$ cat config.mk
export PLATFORM = sky130hd
export DESIGN_NAME = mem_port_arbiter_flat
export DESIGN_NICKNAME = d
export VERILOG_FILES = /design/src/rtl/mem_port_arbiter_pkg.sv /design/src/rtl/mem_port_arbiter_if.sv /design/src/rtl/mem_port_arbiter_rr_arb2.sv /design/src/rtl/mem_port_arbiter.sv /design/src/flat_wrapper.sv
export SDC_FILE = /design/constraint.sdc
export NUM_CORES = 1
export LEC_CHECK = 0
export BUFFER_PORTS_ARGS = -buffer_cell sky130_fd_sc_hd__buf_2
export CORE_AREA = 3 3 206 208
export DETAILED_ROUTE_END_ITERATION = 16
export DIE_AREA = 0 0 209 211
export PLACE_DENSITY = 0.6
export SLEW_MARGIN = 10
export SYNTH_ARGS = -nofsm -noshare
export SYNTH_HDL_FRONTEND = slang
export SYNTH_SLANG_ARGS = --single-unit
$ cat constraint.sdc
create_clock -name clk -period 4.6 [get_ports clk]
set_input_delay 0.23 -clock clk [delete_from_list [all_inputs] [get_ports clk]]
set_output_delay 0.23 -clock clk [all_outputs]
set_load 0.02 [all_outputs]
$ cat src/rtl/mem_port_arbiter_pkg.sv
// rtl/mem_port_arbiter_pkg.sv - shared types and constants for the memory port arbiter
// Contents: arb_state_t, requester_t, size constants, bound-check helper.
package tinker_mem_pkg;

   typedef enum logic [2:0] {
      IDLE,
      ISSUE,
      WAIT,
      RESP,
      ERR
   } arb_state_t;

   typedef enum logic {
      REQ_FETCH,
      REQ_DATA
   } requester_t;

   localparam int unsigned MEM_BYTES_DEFAULT = 524288;
   localparam int unsigned FETCH_BYTES       = 4;
   localparam int unsigned DATA_BYTES        = 8;

   // Evaluated at 65 bits so an address near 2^64-1 cannot wrap into range.
   function automatic logic out_of_range(input logic [63:0] addr,
                                         input int unsigned nbytes,
                                         input int unsigned mem_bytes);
      logic [64:0] end_addr;
      end_addr = {1'b0, addr} + 65'(nbytes);
      return end_addr > 65'(mem_bytes);
   endfunction

endpackage

$ cat src/rtl/mem_port_arbiter_if.sv
// rtl/mem_port_arbiter_if.sv - requester and RAM signal bundle for the memory port arbiter
// Fetch port: f_req/f_addr in, f_ack/f_rdata/f_err out.
// Data port:  d_req/d_we/d_addr/d_wdata in, d_ack/d_rdata/d_err out.
// RAM port:   m_en/m_we/m_addr/m_wdata out, m_rdata in.
// slave = arbiter view, master = cpu + RAM view.
interface mem_port_arbiter_if;

   logic        f_req;
   logic [63:0] f_addr;
   logic        f_ack;
   logic [31:0] f_rdata;
   logic        f_err;

   logic        d_req;
   logic        d_we;
   logic [63:0] d_addr;
   logic [63:0] d_wdata;
   logic        d_ack;
   logic [63:0] d_rdata;
   logic        d_err;

   logic        m_en;
   logic        m_we;
   logic [63:0] m_addr;
   logic [63:0] m_wdata;
   logic [63:0] m_rdata;

   modport slave (
      input  f_req, f_addr, d_req, d_we, d_addr, d_wdata, m_rdata,
      output f_ack, f_rdata, f_err, d_ack, d_rdata, d_err,
      output m_en, m_we, m_addr, m_wdata
   );

   modport master (
      output f_req, f_addr, d_req, d_we, d_addr, d_wdata, m_rdata,
      input  f_ack, f_rdata, f_err, d_ack, d_rdata, d_err,
      input  m_en, m_we, m_addr, m_wdata
   );

endinterface

$ cat src/rtl/mem_port_arbiter_rr_arb2.sv
// rtl/mem_port_arbiter_rr_arb2.sv - combinational two-way round-robin choice
// Ports: req_f_i, req_d_i (requests), last_grant_i (previous winner),
//        grant_o (winner), grant_valid_o (any request present).
module rr_arb2
   import tinker_mem_pkg::*;
(
   input  logic       req_f_i,
   input  logic       req_d_i,
   input  requester_t last_grant_i,
   output requester_t grant_o,
   output logic       grant_valid_o
);

   always_comb begin
      grant_valid_o = req_f_i | req_d_i;
      grant_o       = REQ_FETCH;
      if (req_f_i && req_d_i) begin
         // On a tie the requester that did not win last time goes next.
         grant_o = (last_grant_i == REQ_DATA) ? REQ_FETCH : REQ_DATA;
      end else if (req_d_i) begin
         grant_o = REQ_DATA;
      end
   end

endmodule

$ cat src/rtl/mem_port_arbiter.sv
// rtl/mem_port_arbiter.sv - shares one single-ported RAM between fetch and data requesters
// Ports: clk (rising edge), reset (async, active low),
//        bus (mem_port_arbiter_if.slave: fetch, data and RAM signals).
// Params: MEM_BYTES (RAM size in bytes), MEM_LAT (1..7 cycles m_en -> m_rdata).
module mem_port_arbiter
   import tinker_mem_pkg::*;
#(
   parameter int unsigned MEM_BYTES = MEM_BYTES_DEFAULT,
   parameter int unsigned MEM_LAT   = 1
) (
   input  logic                  clk,
   input  logic                  reset,
   mem_port_arbiter_if.slave     bus
);

   arb_state_t  state_q, state_d;
   requester_t  gnt_q, gnt_d;
   requester_t  last_grant_q, last_grant_d;
   logic [63:2] addr_q, addr_d;
   logic        we_q, we_d;
   logic [63:0] wdata_q, wdata_d;
   logic [2:0]  cnt_q, cnt_d;

   requester_t  arb_grant;
   logic        arb_valid;

   rr_arb2 u_rr_arb2 (
      .req_f_i       (bus.f_req),
      .req_d_i       (bus.d_req),
      .last_grant_i  (last_grant_q),
      .grant_o       (arb_grant),
      .grant_valid_o (arb_valid)
   );

   always_ff @(posedge clk or negedge reset) begin
      if (!reset) begin
         state_q      <= IDLE;
         gnt_q        <= REQ_FETCH;
         last_grant_q <= REQ_DATA;
         addr_q       <= '0;
         we_q         <= 1'b0;
         wdata_q      <= '0;
         cnt_q        <= '0;
      end else begin
         state_q      <= state_d;
         gnt_q        <= gnt_d;
         last_grant_q <= last_grant_d;
         addr_q       <= addr_d;
         we_q         <= we_d;
         wdata_q      <= wdata_d;
         cnt_q        <= cnt_d;
      end
   end

   // All outputs are decoded from the state, so reset (state IDLE) forces
   // them to zero immediately without waiting for a clock edge.
   always_comb begin
      state_d      = state_q;
      gnt_d        = gnt_q;
      last_grant_d = last_grant_q;
      addr_d       = addr_q;
      we_d         = we_q;
      wdata_d      = wdata_q;
      cnt_d        = cnt_q;

      bus.f_ack    = 1'b0;
      bus.f_rdata  = '0;
      bus.f_err    = 1'b0;
      bus.d_ack    = 1'b0;
      bus.d_rdata  = '0;
      bus.d_err    = 1'b0;
      bus.m_en     = 1'b0;
      bus.m_we     = 1'b0;
      bus.m_addr   = '0;
      bus.m_wdata  = '0;

      unique case (state_q)
         IDLE: begin
            if (arb_valid) begin
               gnt_d        = arb_grant;
               last_grant_d = arb_grant;
               if (arb_grant == REQ_DATA) begin
                  addr_d  = bus.d_addr[63:2];
                  we_d    = bus.d_we;
                  wdata_d = bus.d_wdata;
                  if ((bus.d_addr[2:0] != 3'd0) ||
                      out_of_range(bus.d_addr, DATA_BYTES, MEM_BYTES)) begin
                     state_d = ERR;
                  end else begin
                     state_d = ISSUE;
                  end
               end else begin
                  addr_d  = bus.f_addr[63:2];
                  we_d    = 1'b0;
                  wdata_d = '0;
                  if ((bus.f_addr[1:0] != 2'd0) ||
                      out_of_range(bus.f_addr, FETCH_BYTES, MEM_BYTES)) begin
                     state_d = ERR;
                  end else begin
                     state_d = ISSUE;
                  end
               end
            end
         end

         ISSUE: begin
            bus.m_en    = 1'b1;
            bus.m_we    = we_q;
            bus.m_addr  = {addr_q[63:3], 3'b000};
            bus.m_wdata = wdata_q;
            if (MEM_LAT > 1) begin
               // WAIT spends MEM_LAT-1 cycles; the count is consumed down to 1.
               cnt_d   = 3'(MEM_LAT - 1);
               state_d = WAIT;
            end else begin
               state_d = RESP;
            end
         end

         WAIT: begin
            if (cnt_q <= 3'd1) begin
               state_d = RESP;
            end else begin
               cnt_d = cnt_q - 3'd1;
            end
         end

         RESP: begin
            if (gnt_q == REQ_DATA) begin
               bus.d_ack   = 1'b1;
               bus.d_rdata = we_q ? 64'd0 : bus.m_rdata;
            end else begin
               bus.f_ack   = 1'b1;
               // The RAM returns a whole dword; pick the word the address named.
               bus.f_rdata = addr_q[2] ? bus.m_rdata[63:32] : bus.m_rdata[31:0];
            end
            state_d = IDLE;
         end

         ERR: begin
            if (gnt_q == REQ_DATA) begin
               bus.d_ack = 1'b1;
               bus.d_err = 1'b1;
            end else begin
               bus.f_ack = 1'b1;
               bus.f_err = 1'b1;
            end
            state_d = IDLE;
         end

         default: begin
            state_d = IDLE;
         end
      endcase
   end

endmodule

$ cat src/flat_wrapper.sv
// flat-port wrapper written by rule: the top's interface ports become plain ports
module mem_port_arbiter_flat import tinker_mem_pkg::*;
#(
   parameter int unsigned MEM_BYTES = MEM_BYTES_DEFAULT,
   parameter int unsigned MEM_LAT   = 1
)
  (clk, reset, bus_f_req, bus_f_addr, bus_d_req, bus_d_we, bus_d_addr, bus_d_wdata, bus_m_rdata, bus_f_ack, bus_f_rdata, bus_f_err, bus_d_ack, bus_d_rdata, bus_d_err, bus_m_en, bus_m_we, bus_m_addr, bus_m_wdata);
  mem_port_arbiter_if bus_i ();
  input  logic clk;
  input  logic reset;
  input wire logic [$bits(bus_i.f_req)-1:0] bus_f_req;
  input wire logic [$bits(bus_i.f_addr)-1:0] bus_f_addr;
  input wire logic [$bits(bus_i.d_req)-1:0] bus_d_req;
  input wire logic [$bits(bus_i.d_we)-1:0] bus_d_we;
  input wire logic [$bits(bus_i.d_addr)-1:0] bus_d_addr;
  input wire logic [$bits(bus_i.d_wdata)-1:0] bus_d_wdata;
  input wire logic [$bits(bus_i.m_rdata)-1:0] bus_m_rdata;
  output wire logic [$bits(bus_i.f_ack)-1:0] bus_f_ack;
  output wire logic [$bits(bus_i.f_rdata)-1:0] bus_f_rdata;
  output wire logic [$bits(bus_i.f_err)-1:0] bus_f_err;
  output wire logic [$bits(bus_i.d_ack)-1:0] bus_d_ack;
  output wire logic [$bits(bus_i.d_rdata)-1:0] bus_d_rdata;
  output wire logic [$bits(bus_i.d_err)-1:0] bus_d_err;
  output wire logic [$bits(bus_i.m_en)-1:0] bus_m_en;
  output wire logic [$bits(bus_i.m_we)-1:0] bus_m_we;
  output wire logic [$bits(bus_i.m_addr)-1:0] bus_m_addr;
  output wire logic [$bits(bus_i.m_wdata)-1:0] bus_m_wdata;
  assign bus_i.f_req = bus_f_req;
  assign bus_i.f_addr = bus_f_addr;
  assign bus_i.d_req = bus_d_req;
  assign bus_i.d_we = bus_d_we;
  assign bus_i.d_addr = bus_d_addr;
  assign bus_i.d_wdata = bus_d_wdata;
  assign bus_i.m_rdata = bus_m_rdata;
  assign bus_f_ack = bus_i.f_ack;
  assign bus_f_rdata = bus_i.f_rdata;
  assign bus_f_err = bus_i.f_err;
  assign bus_d_ack = bus_i.d_ack;
  assign bus_d_rdata = bus_i.d_rdata;
  assign bus_d_err = bus_i.d_err;
  assign bus_m_en = bus_i.m_en;
  assign bus_m_we = bus_i.m_we;
  assign bus_m_addr = bus_i.m_addr;
  assign bus_m_wdata = bus_i.m_wdata;
  mem_port_arbiter #(.MEM_BYTES(MEM_BYTES), .MEM_LAT(MEM_LAT)) u_core (.clk(clk), .reset(reset), .bus(bus_i));
endmodule
* After elaboration in Yosys (flattened, before gate mapping)
Index checks and enable logic that the tools add are counted.
** Word-level totals
- Register bits after elaboration :: 135
- Input bits :: 261
- Output and inout bits :: 230
** Cells by class
- Add/sub/neg operators :: 3
- Order comparisons :: 3
- Equal/unequal tests :: 6
- Muxes and demuxes :: 28
- Bitwise gates (word level) :: 2
- Reductions and logical operators :: 10
** Operator list (count)
- $mux W64 :: 6
- $gt A65 B20 Y1 const B :: 2
- $mux W32 :: 3
- $add A64 B3 Y65 const B :: 1
- $add A64 B4 Y65 const B :: 1
- $mux W62 :: 1
- $mux W3 :: 5
- $mux W1 :: 12
- $pmux W3 S3 :: 1
- $eq A3 B2 Y1 const B :: 2
- $reduce_and A2 Y1 :: 3
- $ne A2 B1 Y1 const B :: 2
- $eq A3 B1 Y1 const B :: 1
- $eq A3 B3 Y1 const B :: 1
- $le A3 B1 Y1 const B :: 1
- $logic_not A3 Y1 :: 1
- $reduce_bool A3 Y1 :: 1
- $sub A3 B1 Y3 const B :: 1
- $logic_or A1 B1 Y1 :: 2
- $reduce_bool A2 Y1 :: 1
- $reduce_or A2 Y1 :: 1
- $logic_and A1 B1 Y1 :: 1
- $not A1 Y1 :: 1
- $or A1 B1 Y1 :: 1

* Logic depth before layout (Yosys ltp)
- Depth in word-level cells :: 7
- Mapped depth :: 12
- Mapped depth without buffers :: 11

* Hierarchy
A second synthesis with hierarchy kept.
** Second synthesis, totals
- Cell total of the unflattened synthesis :: 1369
- Area total of the unflattened synthesis :: 10497.6 um^2
** By module, submodules not included
- mem_port_arbiter :: instances 1, cells each 1367, area each 10483.8 um^2
- rr_arb2 :: instances 1, cells each 2, area each 13.8 um^2

* Least setup slack after synthesis
Ideal clock, no wire load.
- Path kind :: input to register
- Start :: in bus_d_addr[3]
- End :: reg u_core.state_q[2]
- Setup time :: 0.120 ns
- Arrival :: 2.672 ns
- Data required time :: 4.480 ns
- Setup slack :: 1.808 ns
- Stages on the path :: 11
- Buffers on the path :: 0
- Cell sequence :: ha_1 -> nand4_2 -> nor3_1 -> nand4_4 -> nor2_1 -> nand3_1 -> xnor2_1 -> or4_1 -> nor4_1 -> a31oi_1 -> and2_2
** On the way
- Cells in the longest elaborated chain, start to end :: 7
** Ends and longest elaborated chain
- start: declaration :: line flat_wrapper.sv:15 : input wire logic [$bits(bus_i.d_addr)-1:0] bus_d_addr;
- $add A64 B4 Y65 :: line mem_port_arbiter_pkg.sv:27 : end_addr = {1'b0, addr} + 65'(nbytes);
- $gt A65 B20 Y1 :: line mem_port_arbiter_pkg.sv:28 : return end_addr > 65'(mem_bytes);
- $logic_or A1 B1 Y1 :: line mem_port_arbiter.sv:86 : if ((bus.d_addr[2:0] != 3'd0) ||
- $mux W3 :: line mem_port_arbiter.sv:86
- $mux W3 :: line mem_port_arbiter.sv:82 : if (arb_grant == REQ_DATA) begin
- $mux W3 :: line mem_port_arbiter.sv:79 : if (arb_valid) begin
- $pmux W3 S3 :: line mem_port_arbiter.sv:77 : unique case (state_q)
- end signal: assignment :: line mem_port_arbiter.sv:45 : state_q <= state_d;
- end: declaration :: line mem_port_arbiter.sv:16 : arb_state_t state_q, state_d;
No other way between the ends. The select of a mux whose other input is x is not followed.
A chain may end at the register's enable or synchronous reset.

* Worst setup path in the final report
- Start :: reg u_core.last_grant_q
- End :: reg u_core.state_q[2]
** On the way
- Cells in the longest elaborated chain, start to end :: 5
** Ends and longest elaborated chain
- start: declaration :: line mem_port_arbiter.sv:18 : requester_t last_grant_q, last_grant_d;
- start signal: assignment :: line mem_port_arbiter.sv:47 : last_grant_q <= last_grant_d;
- $mux W1 :: line mem_port_arbiter_rr_arb2.sv:19 : grant_o = (last_grant_i == REQ_DATA) ? REQ_FETCH : REQ_DATA;
- $mux W1 :: line mem_port_arbiter_rr_arb2.sv:17 : if (req_f_i && req_d_i) begin
- $mux W3 :: line mem_port_arbiter.sv:82
- $mux W3 :: line mem_port_arbiter.sv:79
- $pmux W3 S3 :: line mem_port_arbiter.sv:77
No other way between the ends. The select of a mux whose other input is x is not followed.

==> impl_metrics.yaml <==
power_and_ir_drop:
  pwr-share-seq_pct: 33.3
  total_power_mw: 6.291
  irDropWorstVdd_v: 0.0005213
  sw_frac_of_total_pct: 43.79
  leakage_nw: 7.142
  p_clk_share_pct: 22.3
  p_per_area_nw_per_um2: 448.2
  comb_power_share_pct: 44.5
  p_sw_mw: 2.755
  power.internal_mw: 3.536
synthesis:
  synthDistinctLibCells: 70
  ys_ff_latch: 135
  async_flop_share_pct: 100.0
  syn_inst: 1387
  synth_flop_cell: "dfrtp_1"
  avgSynthCellArea_sq_um: 7.349
  synth_top_area_share_pct: 32.90
  yosysWarnings: 0
  synth_edf_count: 0
  netlist_top_cells_area: "dfrtp_1 (33%), and2_1 (12%), nand2_1 (11%), nand3_1 (5.5%), nor2_1 (5.2%)"
  netlist_area_sq_um: 10190
  yosysTopAreaCell: "dfrtp_1"
  ys_seq_area_share_pct: 33.15
critical_path:
  crit_arrival_ns: 3.52
  start_kind: "register"
  critical_path.max_stage_delay_ns: 0.74
  timing.rr.end: "u_core.state_q[2]$_DFFE_PN0P_"
  ff2ff_setup_slack_ns: 1.41
  reg2regPathDepth: 9
  crit_fanout: 4
  required_ns: 4.93
  cp-end-kind: "register"
  reg2reg_from: "u_core.last_grant_q$_DFFE_PN1P_"
  crit_chain: "nand2_1, and2_4, a2111oi_0, o2111ai_1, nor4_1, nor4b_1, and3_1, a31oi_1, and2_2"
  crit_path_top_delay_cell: "a2111oi_0"
  path_class: "register to register"
clocking:
  cts_tree: "done"
  ctsLongestPathBuffers: 2
  cts_max_level: 4
  cts_root_buffer: "clkbuf_16"
  cts_resized: 0
  clkTransAtPathRegs_ns: 0.06
  cts_setup_buffers: 0
  cts_made_buffers: 17
  clock-sinks: 135
  insertion_delay_ns: 0.44
hold_path:
  min_path_type: "primary input to register"
  worstHoldStart: "bus_d_wdata[2]"
  min_to: "u_core.wdata_q[2]$_DFFE_PN0P_"
  min_path_cells: 3
floorplanning:
  start_util_pct: 25.02
  rows: 74
  core-area_sq_um: 40740
  die_h_um: 211
  die_x_um: 209
  dieArea_sq_um: 44100
  io_pins: 491
sta:
  period_share_pct: 69.41
  setup_tns_ns: 0
  worst_slack_ns: 1.407
  slew_violations: 0
  setup_violations: 0
  finalCriticalPeriod_ns: 3.193
  fmax_mhz: 313.2
  worst_slew_pin_slew_ns: 0.9780
  relSlewSlack_pct: 34.80
  hold_viol_final: 0
  clock-skew-final_ns: 0.009953
  hold_ws_ns: 0.01896
  rsz0062_at_grt: "no"
placed_design:
  pre_cts_ws_ns: 1.291
  place_area_sq_um: 13030
  io_buffers: 487
  dp_hpwl_mm: 34.80
  gp_congestion: 0.9020
global_routing:
  grt_usage_pct: 19.08
  gr-total-overflow: 0
  grt_pass1_wl_mm: 66.10
  grt_pass1_vias: 11270
  antenna_found_initial: 8
  grt_start_max_net_pins: 187
drt:
  wl_mm: 44.75
  wire_per_inst_um: 18.64
  ant_nets: 0
  drtIter0Drc: 1061
  first_pass_iters: 5
  vias: 11970
  viasPerCell: 4.983
  drc: 0
cells_and_area:
  fill_cells: 4380
  design_area_sq_um: 14040
  final_nets: 2117
  areaGrowthSynthToFinish_pct: 37.70
  most-common-layout-cells: "buf_2 (486), nand2_1 (296), and2_1 (195), nor2_1 (142), dfrtp_1 (133)"
  seqCellArea_sq_um: 3381
  multiInputGateArea_sq_um: 6391
  drive_above_1_share_pct: 30.60
  layout_commonest_cell: "buf_2"
status:
  outcome: "finished, final reports clean"
run:
  timing.max_cap.violations: 0
[final cells by class]
type / instances / share of cell area, %
Multi-Input combinational cell: 1147 / 45.53
Sequential cell: 135 / 24.09
Clock buffer: 20 / 3.182
Antenna cell: 3 / 0.05349
Clock inverter: 12 / 0.9895
Timing Repair Buffer: 541 / 21.12
Inverter: 11 / 0.2942
Tap cell: 532 / 4.742
[cell families after synthesis]
| logic type | after synthesis | share of synthesized area, % |
|---|---|---|
| other cells | 1 | 0.03679 |
| simple gates | 908 | 45.32 |
| xor+xnor | 28 | 2.406 |
| mux | 41 | 4.063 |
| buf+inv | 107 | 4.443 |
| fa+ha+maj | 3 | 0.3683 |
| flops | 135 | 33.15 |
| compound gates | 164 | 10.21 |
[sequential cells by signal, indices dropped and copies added (netlist names)]
signal and count:
u_core.gnt_q 1, u_core.last_grant_q 1, u_core.wdata_q 64, u_core.we_q 1
u_core.state_q 3, u_core.cnt_q 3, u_core.addr_q 62
[worst max-delay path by stage]
stage                                          startpoint                            end  slack (ns)
after floorplan                             bus_d_addr[3]  u_core.state_q[2]$_DFFE_PN0P_        1.81
after global placement                      bus_d_addr[4]  u_core.state_q[2]$_DFFE_PN0P_        1.40
after detailed placement                    bus_d_addr[4]  u_core.state_q[2]$_DFFE_PN0P_        1.29
after CTS                 u_core.last_grant_q$_DFFE_PN1P_  u_core.state_q[2]$_DFFE_PN0P_        1.51
after global routing      u_core.last_grant_q$_DFFE_PN1P_  u_core.state_q[2]$_DFFE_PN0P_        1.46
final                     u_core.last_grant_q$_DFFE_PN1P_  u_core.state_q[2]$_DFFE_PN0P_        1.41
[layer usage]
layer  part of all wire, %  routed length [um]  global-route usage (%)  vias up
met5                  0.12                  55                       0        -
met4                   2.0                 891                   5.797        8
met3                   7.1                3172                   4.337       70
met2                    47               20840                   30.42      500
met1                    44               19790                   25.90     5675
li1                      -                   -                       -     5712
[power by group through the flow]
| stage | Combinational (mW) | Clock, mW | Sequential [mW] |
|---|---|---|---|
| after floorplan | 2.00 | 0 | 1.92 |
| after global placement | 2.77 | 0 | 2.09 |
| after detailed placement | 2.81 | 0 | 2.11 |
| after CTS | 2.84 | 1.45 | 2.09 |
| after global routing | 3.09 | 1.50 | 2.17 |
| final | 2.80 | 1.40 | 2.09 |
[metrics by stage]
step	instances	util, %
floorplan	1389	-
global placement	2325	31.99
detailed placement	2325	31.99
CTS	2398	34.43
global route	2401	34.45
finish	2401	34.45
[synthesized netlist by cell type (all sizes together) (8+ instances only)]
cell and instances:
mux2i 38, nor3 24, and4 15, o21ai 30, dfrtp 134, nand3 114, nor4 17, buf 14
and2 198, a31oi 66, clkbuf 82, inv 11, nor2 142, nand4 40, xnor2 13, and3 19
xor2 15, a21oi 24, nand2 298, nor3b 8
[worst max-delay path: cells and delay by family (launching register included)]
kind	cells	cell delay (ns)
AO/OA/AOI/OAI	3	1.12
flip-flops	1	0.53
AND/OR/NAND/NOR	6	1.42
[what timing repair did]
item                       in CTS  in global routing
setup endpoints to repair       0                  0
hold buffers                   41                  0
hold endpoints to repair       79                  0
No activity file was read; power rests on OpenSTA's default activity.
